## config.mk

```make
export PLATFORM = sky130hd
export DESIGN_NAME = wb_stage
export DESIGN_NICKNAME = d
export VERILOG_FILES = /design/src/rtl/wb_stage_pkg.sv /design/src/rtl/wb_fifo.sv /design/src/rtl/wb_stage.sv
export SDC_FILE = /design/constraint.sdc
export NUM_CORES = 1
export LEC_CHECK = 0
export ABC_AREA = 1
export BUFFER_PORTS_ARGS = -buffer_cell sky130_fd_sc_hd__buf_2
export CORE_MARGIN = 1
export CORE_UTILIZATION = 40
export DETAILED_ROUTE_END_ITERATION = 8
export GPL_ROUTABILITY_DRIVEN = 0
export HOLD_SLACK_MARGIN = 0.12
export PLACE_DENSITY = 0.6
export SYNTH_ARGS = -nofsm -noshare
export SYNTH_HDL_FRONTEND = slang
export SYNTH_SLANG_ARGS = --single-unit
```

## constraint.sdc

```tcl
create_clock -name clk -period 2.3 [get_ports clk]
set_clock_uncertainty 0.15 [all_clocks]
set_input_delay 0.23 -clock clk [delete_from_list [all_inputs] [get_ports clk]]
set_output_delay 0.23 -clock clk [all_outputs]
set_load 0.03 [all_outputs]
```

## src/rtl/wb_stage_pkg.sv

```systemverilog
// Shared constants and slot-selection encoding for the write-back stage.
// Optional WB_FIFO_BYPASS_EN lets a divider result skip an empty FIFO.
package wb_stage_pkg;

  localparam logic RST_ENABLE   = 1'b1;
  localparam logic WRITE_ENABLE = 1'b1;
  localparam logic STOP         = 1'b1;

  // Which source owns the register-file write port at the next edge.
  typedef enum logic [2:0] {
    SLOT_HOLD,
    SLOT_MEM,
    SLOT_DRAIN,
    SLOT_BYPASS,
    SLOT_IDLE
  } slot_e;

endpackage

```

## src/rtl/wb_fifo.sv

```systemverilog
// Small synchronous FIFO of late divider results {valid, wd, wdata}.
// Resident entries can be invalidated in place by destination register (kill).
module wb_fifo #(
  parameter int DEPTH = 2,
  parameter int AW    = 5,
  parameter int DW    = 32
) (
  input  logic                   clk,
  input  logic                   rst,
  input  logic                   push,
  input  logic [AW-1:0]          push_wd,
  input  logic [DW-1:0]          push_wdata,
  input  logic                   pop,
  input  logic                   kill_en,
  input  logic [AW-1:0]          kill_wd,
  output logic                   head_valid,
  output logic [AW-1:0]          head_wd,
  output logic [DW-1:0]          head_wdata,
  output logic [$clog2(DEPTH):0] count
);
  import wb_stage_pkg::*;

  localparam int PW = $clog2(DEPTH);
  localparam int CW = PW + 1;

  logic [DEPTH-1:0]         valid_q, valid_d;
  logic [DEPTH-1:0][AW-1:0] wd_q, wd_d;
  logic [DEPTH-1:0][DW-1:0] data_q, data_d;
  logic [PW-1:0]            rd_ptr_q, rd_ptr_d, wr_ptr_q, wr_ptr_d;
  logic [CW-1:0]            count_q, count_d;

  always_comb begin
    valid_d  = valid_q;
    wd_d     = wd_q;
    data_d   = data_q;
    rd_ptr_d = rd_ptr_q;
    wr_ptr_d = wr_ptr_q;
    // Kill sees only entries already stored; a same-cycle push lands afterwards.
    for (int i = 0; i < DEPTH; i++)
      if (kill_en && wd_q[i] == kill_wd) valid_d[i] = 1'b0;
    if (push) begin
      valid_d[wr_ptr_q] = (push_wd != '0);
      wd_d[wr_ptr_q]    = push_wd;
      data_d[wr_ptr_q]  = push_wdata;
      wr_ptr_d          = wr_ptr_q + PW'(1);
    end
    if (pop) rd_ptr_d = rd_ptr_q + PW'(1);
    count_d = count_q + CW'(push) - CW'(pop);
  end

  always_ff @(posedge clk) begin
    if (rst == RST_ENABLE) begin
      valid_q  <= '0;
      wd_q     <= '0;
      data_q   <= '0;
      rd_ptr_q <= '0;
      wr_ptr_q <= '0;
      count_q  <= '0;
    end else begin
      valid_q  <= valid_d;
      wd_q     <= wd_d;
      data_q   <= data_d;
      rd_ptr_q <= rd_ptr_d;
      wr_ptr_q <= wr_ptr_d;
      count_q  <= count_d;
    end
  end

  assign head_valid = valid_q[rd_ptr_q];
  assign head_wd    = wd_q[rd_ptr_q];
  assign head_wdata = data_q[rd_ptr_q];
  assign count      = count_q;

endmodule

```

## src/rtl/wb_stage.sv

```systemverilog
// Write-back stage: arbitrates the register-file write port between MEM/WB and buffered divider results.
// Define WB_FIFO_BYPASS_EN to load a divider result straight into an idle port when the FIFO is empty.
module wb_stage
  import wb_stage_pkg::*;
#(
  parameter int DEPTH = 2,
  parameter int AW    = 5,
  parameter int DW    = 32
) (
  input  logic          clk,
  input  logic          rst,
  input  logic [5:0]    stall,
  input  logic          mem_wreg,
  input  logic [AW-1:0] mem_wd,
  input  logic [DW-1:0] mem_wdata,
  input  logic          div_valid,
  input  logic [AW-1:0] div_wd,
  input  logic [DW-1:0] div_wdata,
  output logic          div_ready,
  output logic          stallreq,
  output logic          wb_wreg,
  output logic [AW-1:0] wb_wd,
  output logic [DW-1:0] wb_wdata
);

  localparam int CW = $clog2(DEPTH) + 1;

  logic          head_valid;
  logic [AW-1:0] head_wd;
  logic [DW-1:0] head_wdata;
  logic [CW-1:0] count;
  logic          push, pop, kill_en;
  slot_e         slot;

  logic          wreg_q, wreg_d;
  logic [AW-1:0] wd_q, wd_d;
  logic [DW-1:0] wdata_q, wdata_d;

  always_comb begin
    div_ready = (count < CW'(DEPTH));
    stallreq  = div_valid & ~div_ready;
    if (stall[5] == STOP)
      slot = SLOT_HOLD;
    else if (stall[4] != STOP && mem_wreg == WRITE_ENABLE && mem_wd != '0)
      slot = SLOT_MEM;
    else if (count != '0)
      slot = SLOT_DRAIN;
    else
      slot = SLOT_IDLE;
`ifdef WB_FIFO_BYPASS_EN
    if (slot == SLOT_IDLE && div_valid && div_wd != '0)
      slot = SLOT_BYPASS;
`endif
    push    = div_valid & div_ready & (slot != SLOT_BYPASS);
    pop     = (slot == SLOT_DRAIN);
    kill_en = (slot == SLOT_MEM);
  end

  always_comb begin
    wreg_d  = 1'b0;
    wd_d    = '0;
    wdata_d = '0;
    case (slot)
      SLOT_HOLD: begin
        wreg_d  = wreg_q;
        wd_d    = wd_q;
        wdata_d = wdata_q;
      end
      SLOT_MEM: begin
        wreg_d  = 1'b1;
        wd_d    = mem_wd;
        wdata_d = mem_wdata;
      end
      // A killed or zero-destination head still burns the slot, writing nothing.
      SLOT_DRAIN: if (head_valid) begin
        wreg_d  = 1'b1;
        wd_d    = head_wd;
        wdata_d = head_wdata;
      end
      SLOT_BYPASS: begin
        wreg_d  = 1'b1;
        wd_d    = div_wd;
        wdata_d = div_wdata;
      end
      default: ;
    endcase
  end

  always_ff @(posedge clk) begin
    if (rst == RST_ENABLE) begin
      wreg_q  <= 1'b0;
      wd_q    <= '0;
      wdata_q <= '0;
    end else begin
      wreg_q  <= wreg_d;
      wd_q    <= wd_d;
      wdata_q <= wdata_d;
    end
  end

  wb_fifo #(.DEPTH(DEPTH), .AW(AW), .DW(DW)) u_fifo (
    .clk        (clk),
    .rst        (rst),
    .push       (push),
    .push_wd    (div_wd),
    .push_wdata (div_wdata),
    .pop        (pop),
    .kill_en    (kill_en),
    .kill_wd    (mem_wd),
    .head_valid (head_valid),
    .head_wd    (head_wd),
    .head_wdata (head_wdata),
    .count      (count)
  );

  assign wb_wreg  = wreg_q;
  assign wb_wd    = wd_q;
  assign wb_wdata = wdata_q;

endmodule

```

# Word-level counts from Yosys, hierarchy flattened
# Cells that the tools add are included.
dict set report totals {
  regBits 118
  latch_bits 0
  ram_bits 0
  mem_bits_ro 0
  in_bits 84
  elab_cells 67
  memories 0
}
dict set report classes {
  addsub 4
  n_mul 0
  div_mod_pow 0
  magnitude_cmp 4
  eq_ne 6
  shifts 0
  mux 27
  bitwise 5
  reduce_logical 10
}
# cell n
set op_table {}
lappend op_table {{$mux 32} 4}
lappend op_table {{$pmux 32 s4} 1}
lappend op_table {{$bwmux 64} 1}
lappend op_table {{$demux 32 s1} 1}
lappend op_table {{$mux 5} 4}
lappend op_table {{$pmux 5 s4} 1}
lappend op_table {{$bwmux 10} 1}
lappend op_table {{$eq 5x5->1} 2}
lappend op_table {{$reduce_bool 5->1} 2}
lappend op_table {{$mux 3} 3}
lappend op_table {{$eq 3x2->1 const B} 2}
lappend op_table {{$mux 1} 6}
lappend op_table {{$demux 5 s1} 1}
lappend op_table {{$logic_and 1x1->1} 5}
lappend op_table {{$lt 1x2->1 const B} 2}
lappend op_table {{$and 1x1->1} 3}
lappend op_table {{$eq 3x1->1 const B} 1}
lappend op_table {{$logic_not 3->1} 1}
lappend op_table {{$ne 3x2->1 const B} 1}
lappend op_table {{$pmux 1 s3} 1}
lappend op_table {{$add 1x1->1 const B} 2}
lappend op_table {{$add 2x1->2} 1}
lappend op_table {{$bwmux 2} 1}
lappend op_table {{$lt 2x2->1 const B} 1}
lappend op_table {{7 further kinds} 8}

# Depth between registers and ports, before layout
# Gate-level depths: netlist of run 1.
dict set report logic_depth {
  depth_word 10
  mapped_depth 11
  depth_no_buf 11
}

# By module
# A second synthesis of run 1 with hierarchy kept.
dict set report hier_totals {
  hier_cells 789
  hier_area_um2 5621.6
}
# mod n_inst cells_per_inst area_per_inst_um2
set by_module_without_submodules {}
lappend by_module_without_submodules {wb_fifo 1 479 3417.0}
lappend by_module_without_submodules {wb_stage 1 310 2204.6}

# Worst setup path before layout of run 1
# Ideal clock, no wire load.
dict set report synth_timing {
  kind {register to register}
  from {register u_fifo.count_q[1], in the netlist u_fifo.count[1]}
  to {register u_fifo.count_q[1], in the netlist u_fifo.count[1]}
  arrival_ns 1.570
  required_ns 2.080
  path_slack_ns 0.510
  stages_incl_launch_ff 11
  path_buffers 0
  period_less_slack_ns 1.790
  cell_sequence {dfxtp_1 > inv_2 > a21oi_2 > nand2_1 > inv_1 > ha_1 > inv_1 > ha_1 > xor2_1 > o21ai_0 > a21oi_1}
}
dict set report synth_between {
  word_cells_on_any_way 11
  cone_classes {add/sub: 2; order compare: 1; eq/ne: 2; mux: 3; bitwise: 2; reduce/logical: 1}
}
# element line
set synth_rtl {}
lappend synth_rtl {{start, declared} wb_fifo.sv:30} ;# logic [CW-1:0] count_q, count_d;
lappend synth_rtl {{start signal, assigned} wb_fifo.sv:65} ;# count_q <= count_d;
lappend synth_rtl {{$lt 2x2->1} wb_stage.sv:40} ;# div_ready = (count < CW'(DEPTH));
lappend synth_rtl {{via div_ready} wb_stage.sv:19} ;# output logic div_ready,
lappend synth_rtl {{$and 1x1->1 (2 in series)} wb_stage.sv:54} ;# push = div_valid & div_ready & (slot != SLOT_BYPASS);
lappend synth_rtl {{$add 2x1->2} wb_fifo.sv:48} ;# count_d = count_q + CW'(push) - CW'(pop);
lappend synth_rtl {{$sub 2x1->2} wb_fifo.sv:48}
# The timed path passes the listed nets, and every way through them passes these cells.
# A chain may end at the register's enable or synchronous reset.

# Worst setup path after layout of run 1
dict set report layout_timing {
  from {input stall[4]}
  to {register u_fifo.count_q[1], in the netlist u_fifo.count[1]}
}
dict set report layout_between {
  elab_chain_cells 9
  word_cells_on_any_way 10
  cone_classes {add/sub: 2; eq/ne: 2; mux: 2; bitwise: 2; reduce/logical: 2}
}
# element line
set layout_lines {}
lappend layout_lines {{start, declared} wb_stage.sv:12} ;# input logic [5:0] stall,
lappend layout_lines {{$not 1->1 (*)} wb_stage.sv:44} ;# else if (stall[4] != STOP && mem_wreg == WRITE_ENABLE && mem_wd != '0)
lappend layout_lines {{$logic_and 1x1->1 (*) (2 in series)} wb_stage.sv:44}
lappend layout_lines {{$mux 3 (*)} wb_stage.sv:44}
lappend layout_lines {{$mux 3 (*)} wb_stage.sv:42} ;# if (stall[5] == STOP)
lappend layout_lines {{$ne 3x2->1} wb_stage.sv:54}
lappend layout_lines {{$and 1x1->1} wb_stage.sv:54}
lappend layout_lines {{$add 2x1->2} wb_fifo.sv:48}
lappend layout_lines {{$sub 2x1->2 (*)} wb_fifo.sv:48}
# Every way passes the cells marked *; elsewhere a longest branch is shown, timed or not.

==> results_dict.tcl, run 1 <==
set metrics [dict create \
    cts_buffers 17 \
    cp.arrival_ns 2.25 \
    die-width_um 117 \
    vias 5211 \
    timing.critical_path.slowest_cell_delay_ns 0.55 \
    syn-cell-area_um2 5290 \
    synth.distinct_cells 26 \
    crit_path_end_kind "flip-flop" \
    period_share_pct 91.7 \
    synth_nets 825 \
    hpwlAfterDp_mm 8.82 \
    yosysWarnings 0 \
    drc 0 \
    drive_above_1_share_pct 21.9 \
    final_cell_mix "276 x nand2_1, 118 x buf_2, 117 x dfxtp_1" \
    die_area_um2 13700 \
    criticalPathCategory "in -> reg" \
    ys_seq_elements 118 \
    cts_htree_levels 4 \
    crit_required_ns 2.44 \
    ant_nets 0 \
    slowest_stage "dlygate4sd3_1" \
    slew_violations 0 \
    netlist_instances 739 \
    rsz0062_at_grt "no" \
    port_buffers 119 \
    fin_tns_setup_ns 0 \
    routed_wl_mm 14.1 \
    postSynthAreaPerCell_um2 7.15 \
    core_um2 12800 \
    worstPathCellList "dlygate4sd3_1, buf_2, nor2_2, nand2_4, nand2_1, inv_1, ha_1, inv_1, ha_1, xor2_1, o21ai_0, a21oi_1" \
    dr.pass1.iters 4 \
    final_common_cell "nand2_1" \
    hold_depth 5 \
    viasPerCell 4.69 \
    drt-initial-drc-count 244 \
    setup_viol 0 \
    reg2regPathDepth 5 \
    status "complete, no violations" \
    grtUsageTotal_pct 21.8 \
    worst_slack_ns 0.190 \
    num_rows 41 \
    layout_min_cycle_time_ns 2.11 \
    dieHeight_um 117 \
    initial_core_util_pct 41.4 \
    power.density_nw_per_um2 902 \
    overflow 0 \
    dp_slack_ns 0.367 \
    layout.nets 1013 \
    postCtsResizedCells 0 \
    clock_latency_ns 0.41 \
    hp-class "in -> reg" \
    cts_sinks 118 \
    hold_viol_final 0 \
    cts_tree "yes" \
    fmax_mhz 474 \
    grt_pass1_vias 4977 \
    ios 124 \
    antenna_found_initial 0 \
    antenna_cells 0 \
    syn_to_final_growth_pct 40.1 \
    path_max_fanout 4 \
    ctsLongestPathBuffers 2 \
    tightestPinTransition_ns 0.563 \
    wl_per_cell_um 12.7 \
    maxCapViolations 0 \
    start_kind "input port" \
    peakVddDrop_uv 550 \
    post_cts_buffers 0 \
    slew_headroom_pct 62.4 \
    clkSlewWorstSetupHoldPaths_ns 0.05 \
    grt_max_degree 92 \
    clockRootBuffer "clkbuf_16" \
    grt_pass1_wl_mm 22.8 \
    ys_seq_area_share_pct 44.7 \
    power.leakage_nw 3.24 \
]
worst max-delay path: cells and delay by family:
kind | cells | cell delay (ns)
buffers and inverters | 4 | 0.78
adder cells (fa/ha/maj) | 2 | 0.45
AO/OA/AOI/OAI | 2 | 0.20
XOR/XNOR | 1 | 0.15
AND/OR/NAND/NOR | 3 | 0.43
what timing repair did:
action,4_1_cts,5_1_grt
hold endpoints to repair,117,0
hold buffers,78,0
endpoints found under the setup margin,0,0
flip-flops by register name, summed over array words and instances, names as in the netlist:
register / count
u_fifo.rd_ptr_q: 1
u_fifo.wr_ptr_q: 1
u_fifo.valid_q: 2
wb_wd: 5
u_fifo.wd_q: 10
u_fifo.data_q: 64
u_fifo.count: 2
wb_wreg: 1
wb_wdata: 32
kinds of logic (layout without fill, tap and decap cells):
logic type | count (synthesis) | count (layout) | share of synthesized area, %
mux | 30 | 30 | 5.68
buf+inv | 77 | 278 | 7.34
fa+ha+maj | 2 | 2 | 0.473
flops | 118 | 118 | 44.7
compound gates | 103 | 103 | 9.85
xor+xnor | 5 | 5 | 0.828
simple gates | 404 | 404 | 31.1
cell usage after synthesis:
| cell type | n | area [um2] |
|---|---|---|
| dfxtp_1 | 118 | 2360 |
| xor2_1 | 1 | 8.76 |
| a21oi_2 | 1 | 8.76 |
| clkbuf_1 | 15 | 56.3 |
| nand2_4 | 1 | 11.3 |
| nand3_1 | 2 | 10.0 |
| nand3_2 | 1 | 10.0 |
| nor2_2 | 32 | 200 |
| nand3_4 | 2 | 35.0 |
| inv_2 | 3 | 11.3 |
| xnor2_1 | 4 | 35.0 |
| o21ai_0 | 15 | 75.1 |
| buf_6 | 6 | 67.6 |
| a31oi_1 | 1 | 6.26 |
| buf_1 | 1 | 3.75 |
| nor3_1 | 1 | 5.00 |
| buf_4 | 10 | 75.1 |
| ha_1 | 2 | 25.0 |
| inv_4 | 1 | 6.26 |
| nand4_1 | 2 | 12.5 |
| buf_2 | 11 | 55.1 |
| mux2i_1 | 30 | 300 |
| nor2_1 | 85 | 319 |
| a21oi_1 | 86 | 430 |
| nand2_1 | 278 | 1040 |
| inv_1 | 30 | 113 |
path summary, 6_finish.rpt:
check,to,slack [ns],startpoint
setup / recovery,u_fifo.count[1],0.19,stall[4]
hold / removal,wb_wreg,0.21,mem_wreg
setup reg to reg,wb_wdata[6],0.40,u_fifo.rd_ptr_q
hold reg to reg,u_fifo.data_q[16],0.31,u_fifo.data_q[16]
cell type report:
type,instances,area (um2)
clock buffer,23,468
clock inverter,9,173
fill,1150,5370
inverter,34,130
multi-input combinational,544,2540
sequential,118,2360
tap,172,215
timing repair buffer,212,1520
per-stage QoR:
step                hold WS (ns)  cell area [um2]  util [%]  cells  power (mW)
floorplan                  0.223             5290         -    739        3.39
global placement           0.290             5990      46.9   1002        3.71
detailed placement         0.300             5990      46.9   1002        3.76
CTS                        0.151             7410      58.0   1112        6.75
global route               0.207             7410      58.0   1112        7.02
finish                     0.215             7410      58.0   1112        6.68
per-layer routing:
layer,vias to the layer above,share of wire (%),track usage (%)
li1,2685,-,-
met1,2379,44,25.0
met2,134,50,39.6
met3,13,4.9,5.72
met4,0,0.77,6.50
met5,-,0,0
report_power, final:
part,internal [mW],switching (mW)
logic,0.551,0.867
clock network,1.97,0.891
registers,2.27,0.132
(Power assumes the default switching activity.)
==> run 2, diff against run 1 <==
--- a/config.mk
+++ b/config.mk
@@ -5,14 +5,13 @@
 export SDC_FILE = /design/constraint.sdc
 export NUM_CORES = 1
 export LEC_CHECK = 0
-export ABC_AREA = 1
 export BUFFER_PORTS_ARGS = -buffer_cell sky130_fd_sc_hd__buf_2
 export CORE_MARGIN = 1
 export CORE_UTILIZATION = 40
 export DETAILED_ROUTE_END_ITERATION = 8
 export GPL_ROUTABILITY_DRIVEN = 0
 export HOLD_SLACK_MARGIN = 0.12
-export PLACE_DENSITY = 0.6
+export PLACE_DENSITY = 0.61
 export SYNTH_ARGS = -nofsm -noshare
 export SYNTH_HDL_FRONTEND = slang
 export SYNTH_SLANG_ARGS = --single-unit
==> results_dict.tcl, run 2 <==
set metrics [dict create \
    status "complete, no violations" \
    p_int_mw 4.47 \
    maxCapViolations 0 \
    synth_fa_ha_area_share_pct 0.493 \
    hold_viol_final 0 \
    drc 0 \
    yosysTopAreaCellShare_pct 46.5 \
    hp-class "in -> reg" \
    rsz0062_at_grt "no" \
    cts_htree_levels 4 \
    fillers 1101 \
    power_frac_clock_pct 41.9 \
    ys.flop_type "dfxtp_1" \
    setup_viol 0 \
    grt_max_degree 64 \
    final_cell_mix "150 x nand2_1, 119 x a21oi_1, 118 x buf_2" \
    ys_seq_elements 118 \
    synth_area_leaders "dfxtp_1 47%, a21oi_1 12%, nand2_1 11%" \
    synth_enable_flop_cells 0 \
    largest_reg_flops 64 \
    viasPerCell 5.08 \
    tightestPinTransition_ns 0.690 \
    layout.nets 867 \
    slew_headroom_pct 53.9 \
    grt_pass1_wl_mm 22.5 \
    swShare_pct 27.5 \
    fmax_mhz 463 \
    ys_async_sr_fraction_pct 0 \
    num_rows 40 \
    ctsLongestPathBuffers 2 \
    power_frac_seq_pct 37.8 \
    place_inst 855 \
    drive_above_1_share_pct 27.0 \
    netlist_instances 597 \
    synth_nets 683 \
    worst_slack_ns 0.141 \
    ys_seq_area_share_pct 46.5 \
    switchingPower_mw 1.70 \
    antenna_found_initial 1 \
    crit_required_ns 2.44 \
    period_share_pct 93.9 \
    grt_pass1_vias 4772 \
    synth_top_area_cell "dfxtp_1" \
    fin_tns_setup_ns 0 \
    yosysMostFrequentCell "nand2_1" \
    muxShareOfSynthArea_pct 8.28 \
    postSynthAreaPerCell_um2 8.50 \
    fin_cells 962 \
    yosysWarnings 0 \
    syn_to_final_growth_pct 40.5 \
    wl_per_cell_um 14.7 \
    synth_xor_area_share_pct 2.07 \
    port_buffers 119 \
    die-width_um 115 \
    comb_power_share_pct 20.3 \
    power.density_nw_per_um2 865 \
    final_common_cell "nand2_1" \
    clock_latency_ns 0.40 \
    synth.top_cells.by_count "150 x nand2_1, 119 x a21oi_1, 118 x dfxtp_1" \
    holdWs_ns 0.167 \
    peakVddDrop_uv 450 \
    overflow 0 \
    core_um2 12200 \
    syn-cell-area_um2 5080 \
    routed_wl_mm 14.2 \
    ios 124 \
    grtUsageTotal_pct 22.2 \
    ant_nets 0 \
    criticalPathCategory "in -> reg" \
    synth-compound-area-share_pct 19.2 \
    place_area_um2 5790 \
    hpwlAfterDp_mm 8.72 \
    layout_min_cycle_time_ns 2.16 \
    top_register "u_fifo.data_q" \
    cts_buffers 17 \
    dr.pass1.iters 4 \
    synth.distinct_cells 35 \
    slew_violations 0 \
    initial_core_util_pct 41.6 \
    path_max_fanout 17 \
    synth_top_family_by_area "compound AO/OA/AOI/OAI gates" \
    start_kind "input port" \
    clockRootBuffer "clkbuf_16" \
    cp.arrival_ns 2.30 \
    final_area_um2 7130 \
    dp_slack_ns 0.269 \
    vias 4889 \
    clkSlewWorstSetupHoldPaths_ns 0.05 \
    post-route-util_pct 58.4 \
    power_mw 6.17 \
    cts_tree "yes" \
    crit_path_end_kind "flip-flop" \
    cts_sinks 118 \
    die_area_um2 13100 \
    dieHeight_um 115 \
    drt-initial-drc-count 210 \
    synthSimpleGateAreaFrac_pct 18.1 \
    power.leakage_nw 2.86 \
    post_cts_buffers 0 \
]
run 2: changes by cell type in the layout (fill, tap and decap cells not counted), sizes merged, moves of 5 or more:
cell     change
o2bb2ai      +5
nand2      -129
inv         -31
xor2         +5
nand3       +27
mux2        +32
nor2       -107
o21ai       -14
nor3b        +8
mux2i       -24
a21oi       +32
buf          +5
a22oi       +32
run 2: routing by layer:
layer  part of all wire (%)  GRT usage (%)  vias up
met5                      0              0        -
met1                     43           25.4     2313
met3                    4.2           5.03       15
li1                       -              -     2430
met2                     52           39.9      131
met4                    1.3           8.48        0
run 2: final cells by class:
class	count	area [um2]	share of cell area (%)
antenna	1	2.50	0.0351
clock buffer	20	447	6.26
clock inverter	11	133	1.86
inverter	3	11.3	0.158
multi-input combinational	427	2450	34.4
sequential	118	2360	33.1
tap	168	210	2.95
timing repair buffer	214	1520	21.2
run 2: power by group through the flow:
stage	Sequential, mW	Combinational [mW]	Clock, mW
final	2.33	1.25	2.59
after global routing	2.35	1.37	2.72
after CTS	2.33	1.25	2.62
after detailed placement	2.37	1.13	0
after global placement	2.36	1.12	0
after floorplan	2.39	0.760	0
run 2: cell families after synthesis:
family                     after synthesis
and+or+nand+nor                        213
muxes                                   38
DFF                                    118
xor gates and xnor gates                12
buffers and inverters                   52
AOI/OAI and AO/OA                      162
adders and majority gates                2
run 2: repair_timing:
action | 4_1_cts | 5_1_grt
gates resized for setup | 0 | 2
endpoints found under the setup margin | 0 | 2
endpoints found under the hold margin | 113 | 0
hold buffers | 75 | 0
run 2: path summary, 6_finish.rpt:
check                           slack (ns)              start                end  depth (start not counted)
worst max register to register        0.16    u_fifo.wr_ptr_q  u_fifo.valid_q[0]                          6
worst max-delay path                  0.14          mem_wd[3]  u_fifo.valid_q[0]                          8
worst min-delay path                  0.17          mem_wd[0]           wb_wd[0]                          4
worst min register to register        0.30  u_fifo.data_q[61]  u_fifo.data_q[61]                          2
run 2: worst max-delay path, stage by stage:
cell	delay [ns]
dlygate4sd3_1	0.51
buf_2	0.16
nor3_2	0.07
buf_4	0.14
a211oi_4	0.23
buf_4	0.27
a41oi_1	0.13
dlygate4sd3_1	0.56
